===== src/rtl/uart_rx_ip.sv =====
// uart_rx_ip: memory-mapped 8N1 UART receiver with a small RX FIFO.
// Local-bus slave: DATA (0x0), STATUS (0x4), DIV (0x8), CTRL (0xC).
// Optional feature macro: UART_RX_IRQ_EN (adds o_uart_rx_irq and CTRL.irq_en).
module uart_rx_ip #(
    parameter int CLK_DIV    = 104,
    parameter int FIFO_DEPTH = 8
) (
    input  logic        clk,
    input  logic        rst,
    input  logic [31:0] waddr,
    input  logic [31:0] wdata,
    input  logic        wen,
    input  logic [3:0]  wstrb,
    output logic        wready,
    input  logic [31:0] raddr,
    input  logic        ren,
    output logic [31:0] rdata,
    output logic        rvalid,
    input  logic        i_uart_rx
`ifdef UART_RX_IRQ_EN
    ,
    output logic        o_uart_rx_irq
`endif
);

    localparam int          PW      = $clog2(FIFO_DEPTH);
    localparam logic [PW:0] PTR_ONE = (PW+1)'(1);
    localparam logic [15:0] DIV_RST = 16'(CLK_DIV);

    typedef enum logic [1:0] {
        ST_IDLE  = 2'd0,
        ST_START = 2'd1,
        ST_DATA  = 2'd2,
        ST_STOP  = 2'd3
    } state_t;

    // Synchronizer
    logic        sync1_q, sync1_d;
    logic        sync2_q, sync2_d;
    logic        rx_s;

    // Receiver FSM
    state_t      state_q, state_d;
    logic [15:0] cnt_q, cnt_d;
    logic [15:0] dw_q, dw_d;
    logic [2:0]  bit_q, bit_d;
    logic [7:0]  shift_q, shift_d;
    logic        armed_q, armed_d;
    logic        push_req_s;
    logic        frame_set_s;

    // FIFO and registers
    logic [7:0]  mem_q [FIFO_DEPTH];
    logic [7:0]  mem_d [FIFO_DEPTH];
    logic [PW:0] wr_ptr_q, wr_ptr_d;
    logic [PW:0] rd_ptr_q, rd_ptr_d;
    logic [15:0] div_q, div_d;
    logic        overrun_q, overrun_d;
    logic        frame_err_q, frame_err_d;
    logic [31:0] rdata_q, rdata_d;
    logic        rvalid_q, rvalid_d;
    logic [31:0] ctrl_rd_s;

    logic        empty_s;
    logic        full_s;
    logic        pop_s;
    logic        push_s;
    logic        overrun_set_s;
    logic        wr_ok_s;
    logic        unused_ok_s;

    assign rx_s    = sync2_q;
    assign wready  = wen;
    assign rdata   = rdata_q;
    assign rvalid  = rvalid_q;
    assign wr_ok_s = wen & wstrb[0];
    assign empty_s = (wr_ptr_q == rd_ptr_q);
    assign full_s  = (wr_ptr_q[PW] != rd_ptr_q[PW]) &&
                     (wr_ptr_q[PW-1:0] == rd_ptr_q[PW-1:0]);
    assign pop_s   = ren && (raddr[3:0] == 4'h0) && !empty_s;
    assign push_s        = push_req_s && (!full_s || pop_s);
    assign overrun_set_s = push_req_s && full_s && !pop_s;

    assign unused_ok_s = ^{waddr[31:4], raddr[31:4], wdata[31:16], wstrb[3:1]};

    // Two-flop synchronizer for the asynchronous RX pin
    always_comb begin
        sync1_d = i_uart_rx;
        sync2_d = sync1_q;
    end

    // Receiver FSM next-state: start detect, mid-bit sampling, stop check
    always_comb begin
        state_d     = state_q;
        cnt_d       = cnt_q;
        dw_d        = dw_q;
        bit_d       = bit_q;
        shift_d     = shift_q;
        armed_d     = armed_q;
        push_req_s  = 1'b0;
        frame_set_s = 1'b0;
        case (state_q)
            ST_IDLE: begin
                if (rx_s) begin
                    armed_d = 1'b1;
                end else if (armed_q) begin
                    // Latch the divisor so DIV writes cannot disturb this frame
                    dw_d    = div_q;
                    cnt_d   = (div_q >> 1) - 16'd1;
                    state_d = ST_START;
                end else begin
                    state_d = ST_IDLE;
                end
            end
            ST_START: begin
                if (cnt_q == 16'd0) begin
                    if (!rx_s) begin
                        state_d = ST_DATA;
                        bit_d   = 3'd0;
                        cnt_d   = dw_q - 16'd1;
                    end else begin
                        // Line came back high: treat as a glitch
                        state_d = ST_IDLE;
                    end
                end else begin
                    cnt_d = cnt_q - 16'd1;
                end
            end
            ST_DATA: begin
                if (cnt_q == 16'd0) begin
                    shift_d = {rx_s, shift_q[7:1]};
                    cnt_d   = dw_q - 16'd1;
                    if (bit_q == 3'd7) begin
                        state_d = ST_STOP;
                    end else begin
                        bit_d = bit_q + 3'd1;
                    end
                end else begin
                    cnt_d = cnt_q - 16'd1;
                end
            end
            ST_STOP: begin
                if (cnt_q == 16'd0) begin
                    if (rx_s) begin
                        push_req_s = 1'b1;
                    end else begin
                        frame_set_s = 1'b1;
                    end
                    // Require the line to be seen high before the next start
                    armed_d = 1'b0;
                    state_d = ST_IDLE;
                end else begin
                    cnt_d = cnt_q - 16'd1;
                end
            end
            default: begin
                state_d = ST_IDLE;
            end
        endcase
    end

`ifdef UART_RX_IRQ_EN
    logic irq_en_q, irq_en_d;
    logic irq_q, irq_d;

    assign o_uart_rx_irq = irq_q;
    assign ctrl_rd_s     = {31'd0, irq_en_q};

    // Interrupt enable register and registered interrupt request
    always_comb begin
        irq_en_d = irq_en_q;
        if (wr_ok_s && (waddr[3:0] == 4'hC)) begin
            irq_en_d = wdata[0];
        end else begin
            irq_en_d = irq_en_q;
        end
        irq_d = irq_en_q & (~empty_s | overrun_q | frame_err_q);
    end

    // Interrupt flops
    always_ff @(posedge clk) begin
        if (rst) begin
            irq_en_q <= 1'b0;
            irq_q    <= 1'b0;
        end else begin
            irq_en_q <= irq_en_d;
            irq_q    <= irq_d;
        end
    end
`else
    assign ctrl_rd_s = 32'd0;
`endif

    // FIFO pointers, sticky flags, divisor and bus read mux
    always_comb begin
        mem_d       = mem_q;
        wr_ptr_d    = wr_ptr_q;
        rd_ptr_d    = rd_ptr_q;
        div_d       = div_q;
        overrun_d   = overrun_q;
        frame_err_d = frame_err_q;
        rdata_d     = rdata_q;
        rvalid_d    = ren;

        if (push_s) begin
            mem_d[wr_ptr_q[PW-1:0]] = shift_q;
            wr_ptr_d                = wr_ptr_q + PTR_ONE;
        end else begin
            wr_ptr_d = wr_ptr_q;
        end

        if (pop_s) begin
            rd_ptr_d = rd_ptr_q + PTR_ONE;
        end else begin
            rd_ptr_d = rd_ptr_q;
        end

        if (wr_ok_s && (waddr[3:0] == 4'h8)) begin
            div_d = (wdata[15:0] < 16'd2) ? 16'd2 : wdata[15:0];
        end else begin
            div_d = div_q;
        end

        // New events take priority over a same-cycle clear
        if (overrun_set_s) begin
            overrun_d = 1'b1;
        end else if (wr_ok_s && (waddr[3:0] == 4'h4) && wdata[2]) begin
            overrun_d = 1'b0;
        end else begin
            overrun_d = overrun_q;
        end

        if (frame_set_s) begin
            frame_err_d = 1'b1;
        end else if (wr_ok_s && (waddr[3:0] == 4'h4) && wdata[3]) begin
            frame_err_d = 1'b0;
        end else begin
            frame_err_d = frame_err_q;
        end

        if (ren) begin
            case (raddr[3:0])
                4'h0:    rdata_d = empty_s ? 32'd0 : {24'd0, mem_q[rd_ptr_q[PW-1:0]]};
                4'h4:    rdata_d = {28'd0, frame_err_q, overrun_q, full_s, ~empty_s};
                4'h8:    rdata_d = {16'd0, div_q};
                4'hC:    rdata_d = ctrl_rd_s;
                default: rdata_d = 32'd0;
            endcase
        end else begin
            rdata_d = rdata_q;
        end
    end

    // State and datapath registers with synchronous reset
    always_ff @(posedge clk) begin
        if (rst) begin
            sync1_q     <= 1'b1;
            sync2_q     <= 1'b1;
            state_q     <= ST_IDLE;
            cnt_q       <= 16'd0;
            dw_q        <= DIV_RST;
            bit_q       <= 3'd0;
            shift_q     <= 8'd0;
            armed_q     <= 1'b0;
            for (int i = 0; i < FIFO_DEPTH; i++) begin
                mem_q[i] <= 8'd0;
            end
            wr_ptr_q    <= '0;
            rd_ptr_q    <= '0;
            div_q       <= DIV_RST;
            overrun_q   <= 1'b0;
            frame_err_q <= 1'b0;
            rdata_q     <= 32'd0;
            rvalid_q    <= 1'b0;
        end else begin
            sync1_q     <= sync1_d;
            sync2_q     <= sync2_d;
            state_q     <= state_d;
            cnt_q       <= cnt_d;
            dw_q        <= dw_d;
            bit_q       <= bit_d;
            shift_q     <= shift_d;
            armed_q     <= armed_d;
            mem_q       <= mem_d;
            wr_ptr_q    <= wr_ptr_d;
            rd_ptr_q    <= rd_ptr_d;
            div_q       <= div_d;
            overrun_q   <= overrun_d;
            frame_err_q <= frame_err_d;
            rdata_q     <= rdata_d;
            rvalid_q    <= rvalid_d;
        end
    end

endmodule


===== config.mk =====
export PLATFORM = sky130hd
export DESIGN_NAME = uart_rx_ip
export DESIGN_NICKNAME = d
export VERILOG_FILES = /design/src/rtl/uart_rx_ip.sv
export SDC_FILE = /design/constraint.sdc
export NUM_CORES = 1
export LEC_CHECK = 0
export BUFFER_PORTS_ARGS = -buffer_cell sky130_fd_sc_hd__buf_2
export CAP_MARGIN = 20
export CORE_AREA = 2 2 127 129
export CTS_BUF_LIST = sky130_fd_sc_hd__clkbuf_4 sky130_fd_sc_hd__clkbuf_8 sky130_fd_sc_hd__clkbuf_16
export CTS_CLUSTER_DIAMETER = 60
export CTS_CLUSTER_SIZE = 20
export DETAILED_ROUTE_END_ITERATION = 8
export DIE_AREA = 0 0 129 131
export GPL_TIMING_DRIVEN = 0
export HOLD_SLACK_MARGIN = 0.15
export PLACE_DENSITY = 0.76
export SYNTH_ARGS = -nofsm -noshare
export SYNTH_HDL_FRONTEND = slang
export SYNTH_SLANG_ARGS = --single-unit

===== constraint.sdc =====
create_clock -name clk -period 2.4 [get_ports clk]
set_input_delay 0.24 -clock clk [delete_from_list [all_inputs] [get_ports clk]]
set_output_delay 0.24 -clock clk [all_outputs]
set_load 0.02 [all_outputs]

* Word-level counts from Yosys, hierarchy flattened
Cells that the tools add are included.
** Cells by class
- $lt $le $gt $ge :: 4
- Equal/unequal tests :: 22
- Bitwise operators :: 5
- Mux-type cells :: 42
- Reductions and logical operators :: 28
- Add/subtract/negate cells :: 6
** Operators with widths (number)
- $mux 16 :: 7
- $bwmux 64 :: 1
- $pmux 16 s4 :: 1
- $pmux 16 s3 :: 1
- $mux 8 :: 4
- $sub 16x1->16 const B :: 2
- $bmux 8 s3 :: 1
- $demux 8 s3 :: 1
- $ne 2x2->1 const B :: 10
- $logic_not 16->1 :: 1
- $lt 16x2->1 const B :: 1
- $sub 15x1->16 const B :: 1
- $mux 1 :: 13
- $mux 2 :: 6
- $mux 3 :: 4
- $logic_and 1x1->1 :: 11
- $reduce_and 5->1 :: 2
- $add 4x1->4 const B :: 2
- $eq 4x3->1 const B :: 2
- $eq 4x4->1 const B :: 2
- $ge 4x4->1 const B :: 2
- $not 3->4 :: 2
- $pmux 2 s4 :: 1
- $reduce_bool 2->1 :: 4
- other kinds (20) :: 25
** Word-level totals
- Logic and storage cells :: 130
- Input bits :: 105
- Register bits :: 171
- Output and inout bits :: 34

* Longest topological paths before layout
Gate-level depths: netlist of run 1.
- Depth in word-level cells :: 6
- Depth in mapped cells :: 10
- Gate-level depth less buffers :: 8

* Least setup slack after synthesis of run 1
No wires, ideal clock.
- Path kind :: register to register
- Start :: register dw_q[0]
- End :: register cnt_q[8]
- Arrival time :: 2080 ps
- Setup time :: 117 ps
- Stages on the path, launching flop included :: 9
- Clock period less this slack :: 2198 ps
- Buffers on the path :: 0
- Data required time :: 2283 ps
- Setup slack :: 202 ps
- Cells stage by stage :: dfxtp_1 -> inv_1 -> ha_1 -> or4b_2 -> nor4_1 -> xnor2_1 -> nand2_1 -> a31o_1 -> a32o_1
** Between the ends
- Longest elaborated chain between the ends :: 4
- Elaborated cells between the ends (all ways) :: 5
- Those cells by class :: add/sub: 1; mux: 4
** RTL lines
- from (decl) :: RTL line 45 : logic [15:0] dw_q, dw_d;
- from (signal assigned) :: RTL line 280 : dw_q <= dw_d;
- $sub 16x1->16 (*) :: RTL line 120, 132
- $mux 16 :: RTL line 117 : if (!rx_s) begin
- $mux 16 :: RTL line 116 : if (cnt_q == 16'd0) begin
- $pmux 16 s4 (*) :: RTL line 102 : case (state_q)
- to (signal assigned) :: RTL line 279 : cnt_q <= cnt_d;
- to (decl) :: RTL line 44 : logic [15:0] cnt_q, cnt_d;
Mark *: on every way between the ends. The rest lies on a longest branch, timed or not. The select of a mux whose other input is x is not followed.
A chain may end at the register's enable or synchronous reset.

* Worst setup path after layout of run 1
- Start :: register state_q[0]
- End :: register mem_q[53] (netlist name)
** Between the ends
- Longest elaborated chain between the ends :: 3
** RTL lines
- from (decl) :: RTL line 43 : state_t state_q, state_d;
- from (signal assigned) :: RTL line 278 : state_q <= state_d;
- $eq 2x2->1 :: RTL line 102
- $mux 1 :: RTL line 102
- $logic_and 1x1->1 :: RTL line 81 : assign push_s = push_req_s && (!full_s || pop_s);
- to (signal assigned) :: RTL line 284 : mem_q <= mem_d;
- to (decl) :: RTL line 53 : logic [7:0] mem_q [FIFO_DEPTH];
Every way passes these cells.

==> results.toml, run 1 <==
[run_status]
status = "finished, final reports clean"

[worst_setup_path]
regToRegEndpoint = "mem_q[53]"
critical_path_required_ns = 2.71
cp_slowest_cell = "dfxtp_1"
cp_top_family = "simple AND/OR/NAND/NOR gates"
cp.arrival_ns = 2.67
startpoint_type = "register"
path_class = "reg2reg"
path_cells = "ha_2, inv_1, nor2_2, o2111ai_4, nor4b_2, buf_4, mux2i_1, nor2_1"
worstRegToRegCells = 8
crit_path_end_kind = "register"
ff2ff_setup_slack_ns = 0.04
cpPeakStageDelay_ns = 0.43
path_buf_inv = 2
timing.rr.start = "state_q[0]"
crit_fanout = 8

[clock_tree]
htreeDepth = 4
clk_transition_reported_paths_ns = 0.07
cts_sinks = 155
clockBufferDepth = 2
cts_buffers = 17
clk_latency_ns = 0.45
cts-root-buf = "clkbuf_16"
cts_tree = "done"

[die]
core_um2 = 15600
rows = 46
dieHeight_um = 131
initial_core_util = 0.498
fp.dieW_um = 129
die_area_um2 = 16900
ios = 139

[layout]
final_cell_mix = "dfxtp_1, nand2_1, nor2_1"
area_delta_synth_final_pct = 20.2
final_area_um2 = 9340
layout_commonest_cell = "dfxtp_1"
drive_gt1_frac = 0.173
diodes = 0
layout.nets = 1121

[logic_synthesis]
synth.distinct_cells = 67
ys.flop_type = "dfxtp_1"
synth_edf_count = 0
synth_cells = 899
yosys-top-cells-area = "dfxtp_1, mux2i_1, nand2_1"
synth-seq-area-share = 0.399
synth.largest_area_cell = "dfxtp_1"
syn_area_um2 = 7770
synth_top_area_frac = 0.399
async_flop_share = 0
ys_seq_elements = 155
syn_avg_cell_area_um2 = 8.64
ys_warn_count = 0

[worst_hold_path]
min_to = "div_q[2]"
min_path_type = "in2reg"
min_from = "waddr[2]"
hold_depth = 4

[grt]
track_usage = 0.271
grt_overflow = 0
grt_pass1_vias = 6572
grt_max_degree = 18
grt_pass1_wl_mm = 34.7
antenna_found_initial = 0

[sta]
slew_violations = 0
setup_viol_count_final = 0
max_freq_mhz = 425
hold_ws_ns = 0.147
setup_ws_ns = 0.0448
final.min_clock_period_ns = 2.36
grt_setup_unrepaired = "true"
fin_crit_sh = 0.981
skew_ns = 0.0117
relSlewSlack = 0.483
finalHoldViolations = 0
worstMarginPinSlew_ns = 0.775

[placed_design]
place_ws_ns = -0.442
io_buffers = 47
place_area_um2 = 8330
dpl.hpwl_mm = 15.5
place_congestion = 0.987

[routing]
drt-wirelength-per-cell_um = 18.1
drt_iter0_markers = 726
vias = 7044
drc = 0
detail_route.first_pass.iterations = 7
antenna_left = 0
wl_mm = 22.3
via_per_inst = 5.71

[power_and_ir_drop]
irDropWorstVdd_v = 0.000751
p_per_area_nw_per_um2 = 729
leakage_nw = 3.60

[job]
maxCapViolCount = 0
-- kinds of logic after synthesis --
group                    synth area share
flip-flops                          0.399
multiplexers                        0.141
AO/OA/AOI/OAI                       0.129
buffers and inverters              0.0570
XOR/XNOR                           0.0462
adder cells (fa/ha/maj)            0.0193
other                            0.000483
AND/OR/NAND/NOR                     0.208
-- registers in the layout, summed over array words and instances, names as in the netlist, named ones only --
name,cells
wr_ptr_q,4
div_q,16
rdata,16
state_q,1
cnt_q,16
rd_ptr_q,4
armed_q,1
rx_s,1
sync1_q,1
frame_err_q,1
dw_q,16
bit_q,3
rvalid,1
mem_q,64
overrun_q,1
shift_q,8
-- power by group --
group | total [W] | switching, W | internal [W]
logic | 0.00141 | 0.000889 | 0.000520
clock network | 0.00267 | 0.00126 | 0.00141
registers | 0.00272 | 0.0000922 | 0.00263
-- final cells by class --
type / instances / area (um2)
multi-input cells: 663 / 4390
flip-flops and latches: 155 / 3110
repair buffers: 74 / 509
clock inverters: 14 / 149
clock buffers: 18 / 439
inverters: 16 / 60.1
fillers: 1309 / 6260
well taps: 216 / 270
plain buffers: 77 / 409
-- worst register-to-register path, cell delays in order (launching register included) --
cell and delay, ns:
dfxtp_1 0.43, ha_2 0.28, inv_1 0.17, nor2_2 0.23, o2111ai_4 0.22, nor4b_2 0.33, buf_4 0.26, mux2i_1 0.24
nor2_1 0.07
-- worst max path at each step --
stage / start / end / slack (ns) / cells past startpoint
final: state_q[0] / mem_q[53] / 0.04 / 8
after global routing: state_q[0] / dw_q[12] / -0.07 / 8
after CTS: div_q[1] / cnt_q[14] / 0.01 / 9
after detailed placement: cnt_q[0] / cnt_q[0] / -0.44 / 9
after global placement: cnt_q[0] / cnt_q[0] / -0.39 / 9
after floorplan: dw_q[0] / cnt_q[8] / 0.20 / 8
-- through the flow --
stage	power (W)	std cells	TNS, ns	utilization
finish	0.00681	1233	0	0.599
global route	0.00705	1233	-0.478	0.599
CTS	0.00668	1230	0	0.589
detailed placement	0.00399	1178	-13.74	0.534
global placement	0.00398	1177	-9.36	0.534
floorplan	0.00364	914	0	-
-- repair_timing --
item | in CTS | in global routing
hold endpoints to repair | 18 | 0
buffers inserted | 3 | 5
gates resized for setup | 16 | 34
setup endpoints to repair | 92 | 85
pin swaps | 5 | 6
hold buffers | 18 | 0
-- cells in the mapped netlist (6+ instances only) --
cell / instances
a211oi_1: 8
a21oi_1: 71
a31oi_1: 6
buf_2: 12
buf_4: 18
clkbuf_1: 49
dfxtp_1: 155
ha_1: 12
inv_1: 15
mux2i_1: 72
mux4_2: 16
nand2_1: 124
nand3_1: 32
nand4_1: 8
nor2_1: 108
nor3_1: 15
nor3b_1: 6
nor4_1: 15
o211ai_1: 6
o21ai_0: 30
xnor2_1: 24
xor2_1: 17
-- metal layers --
| layer | vias to the layer above | GRT usage | routed length, um | share of wire |
|---|---|---|---|---|
| li1 | 3351 | - | - | - |
| met1 | 3348 | 0.336 | 9130 | 0.41 |
| met2 | 290 | 0.459 | 11000 | 0.49 |
| met3 | 55 | 0.0594 | 1500 | 0.067 |
| met4 | 0 | 0.113 | 663 | 0.030 |
| met5 | - | 0 | 0 | 0 |
Note: power is estimated with default switching activity, not from simulation.
==> run 2, diff against run 1 <==
CORE_AREA = 2 2 121 123   (was 2 2 127 129)
DIE_AREA = 0 0 123 125   (was 0 0 129 131)
PLACE_DENSITY = 0.79   (was 0.76)
clock period = 2.23 ns   (was 2.4 ns; I/O delays follow)
==> results.toml, run 2 (synthesized netlist as in run 1, its figures left out) <==
[clock_tree]
clk_latency_ns = 0.43
clk_transition_reported_paths_ns = 0.07
cts_buffers = 17
clockBufferDepth = 2
cts_sinks = 155
htreeDepth = 4
cts-root-buf = "clkbuf_16"
cts_tree = "done"

[grt]
grt_pass1_wl_mm = 35.7
antenna_found_initial = 0
grt_max_degree = 17
grt_overflow = 0
grt_pass1_vias = 7014
track_usage = 0.301

[routing]
drt-wirelength-per-cell_um = 19.4
vias = 7272
drt_iter0_markers = 643
wl_mm = 23.4
antenna_left = 0
via_per_inst = 6.03
drc = 0
detail_route.first_pass.iterations = 7

[sta]
relSlewSlack = 0.538
setup_viol_count_final = 5
final.min_clock_period_ns = 2.26
hold_ws_ns = 0.226
skew_ns = 0.00810
worstMarginPinSlew_ns = 0.686
grt_setup_unrepaired = "true"
max_freq_mhz = 442
finalHoldViolations = 0
setup_ws_ns = -0.0347
tns_ns = -0.0627
slew_violations = 0
fin_crit_sh = 1.02

[worst_setup_path]
path_cells = "nor4_4, and4_1, buf_6, o2111ai_4, buf_4, nor3_4, buf_4, mux2i_1, nor2_1"
crit_fanout = 8
critical_path_required_ns = 2.52
ff2ff_setup_slack_ns = -0.03
crit_path_end_kind = "register"
cp_slowest_cell = "dfxtp_4"
cp.arrival_ns = 2.56
crit_top_cell = "buf_4"
path_class = "reg2reg"
startpoint_type = "register"
cpPeakStageDelay_ns = 0.36

[placed_design]
place_congestion = 0.984
place_ws_ns = -0.560
dpl.hpwl_mm = 15.5
io_buffers = 47

[power_and_ir_drop]
irDropWorstVdd_v = 0.000605
p_per_area_nw_per_um2 = 792
leakage_nw = 3.68

[layout]
area_delta_synth_final_pct = 22.2
n_fill_cell = 1125
layout_commonest_cell = "dfxtp_1"
largest_reg_flops = 64
diodes = 0
top_register = "mem_q"
final_cell_mix = "dfxtp_1, nand2_1, nor2_1"
layout.nets = 1126
drive_gt1_frac = 0.197
final_util = 0.669

[die]
fp.dieW_um = 123
ios = 139
die_area_um2 = 15400
dieHeight_um = 125
initial_core_util = 0.547
core_um2 = 14200
rows = 44

[run_status]
violations = "negative setup slack"
status = "complete, but fails checks"

[job]
maxCapViolCount = 0

[worst_hold_path]
min_path_type = "in2reg"
run 2: changes by cell type in the layout (fill, tap and decap cells not counted), moves of 4 or more:
cell,change
buf_6,+4
buf_4,+4
clkbuf_2,+7
clkbuf_1,-9
run 2: worst paths after layout:
kind	start	endpoint	depth (start not counted)
worst max-delay path	cnt_q[5]	mem_q[34]	9
worst min register to register	sync1_q	rx_s	1
worst max register to register	cnt_q[5]	mem_q[34]	9
worst min-delay path	rst	cnt_q[13]	4
run 2: power breakdown:
group	switching [W]	total, W	internal (W)
clock network	0.00126	0.00300	0.00175
logic	0.00100	0.00157	0.000572
registers	0.0000999	0.00294	0.00284
run 2: cell type report:
| type | instances | area [um2] | share of cell area |
|---|---|---|---|
| Buffer | 73 | 418 | 0.0440 |
| Timing Repair Buffer | 83 | 576 | 0.0606 |
| Clock buffer | 20 | 454 | 0.0478 |
| Tap cell | 184 | 230 | 0.0242 |
| Sequential cell | 155 | 3120 | 0.329 |
| Multi-Input combinational cell | 663 | 4470 | 0.471 |
| Clock inverter | 12 | 158 | 0.0166 |
| Inverter | 16 | 65.1 | 0.00685 |
run 2: critical path, delay by kind of cell (launching register included):
family	cells	cell delay (ns)
buffers and inverters	3	0.55
DFF	1	0.36
AOI/OAI and AO/OA	1	0.19
and+or+nand+nor	4	0.80
muxes	1	0.22
run 2: metrics by stage:
step,instance area [um2],cells,total power (W)
4_1_cts,9270,1202,0.00736
2_1_floorplan,7820,914,0.00392
3_5_place_dp,8290,1145,0.00429
5_1_grt,9500,1206,0.00775
6_report,9500,1206,0.00752
3_3_place_gp,8290,1145,0.00428
run 2: per-layer routing:
| metal | GRT usage | vias to the layer above | part of all wire |
|---|---|---|---|
| li1 | - | 3356 | - |
| met1 | 0.353 | 3489 | 0.39 |
| met2 | 0.509 | 323 | 0.49 |
| met3 | 0.0616 | 104 | 0.067 |
| met4 | 0.165 | 0 | 0.053 |
| met5 | 0 | - | 0 |
run 2: repair_timing:
action,in CTS,in global routing
resized for setup,35,59
setup buffers,8,5
hold buffers,21,0
endpoints found under the setup margin,107,82
hold endpoints to repair,18,0
gates cloned,0,1
pin swaps,6,6
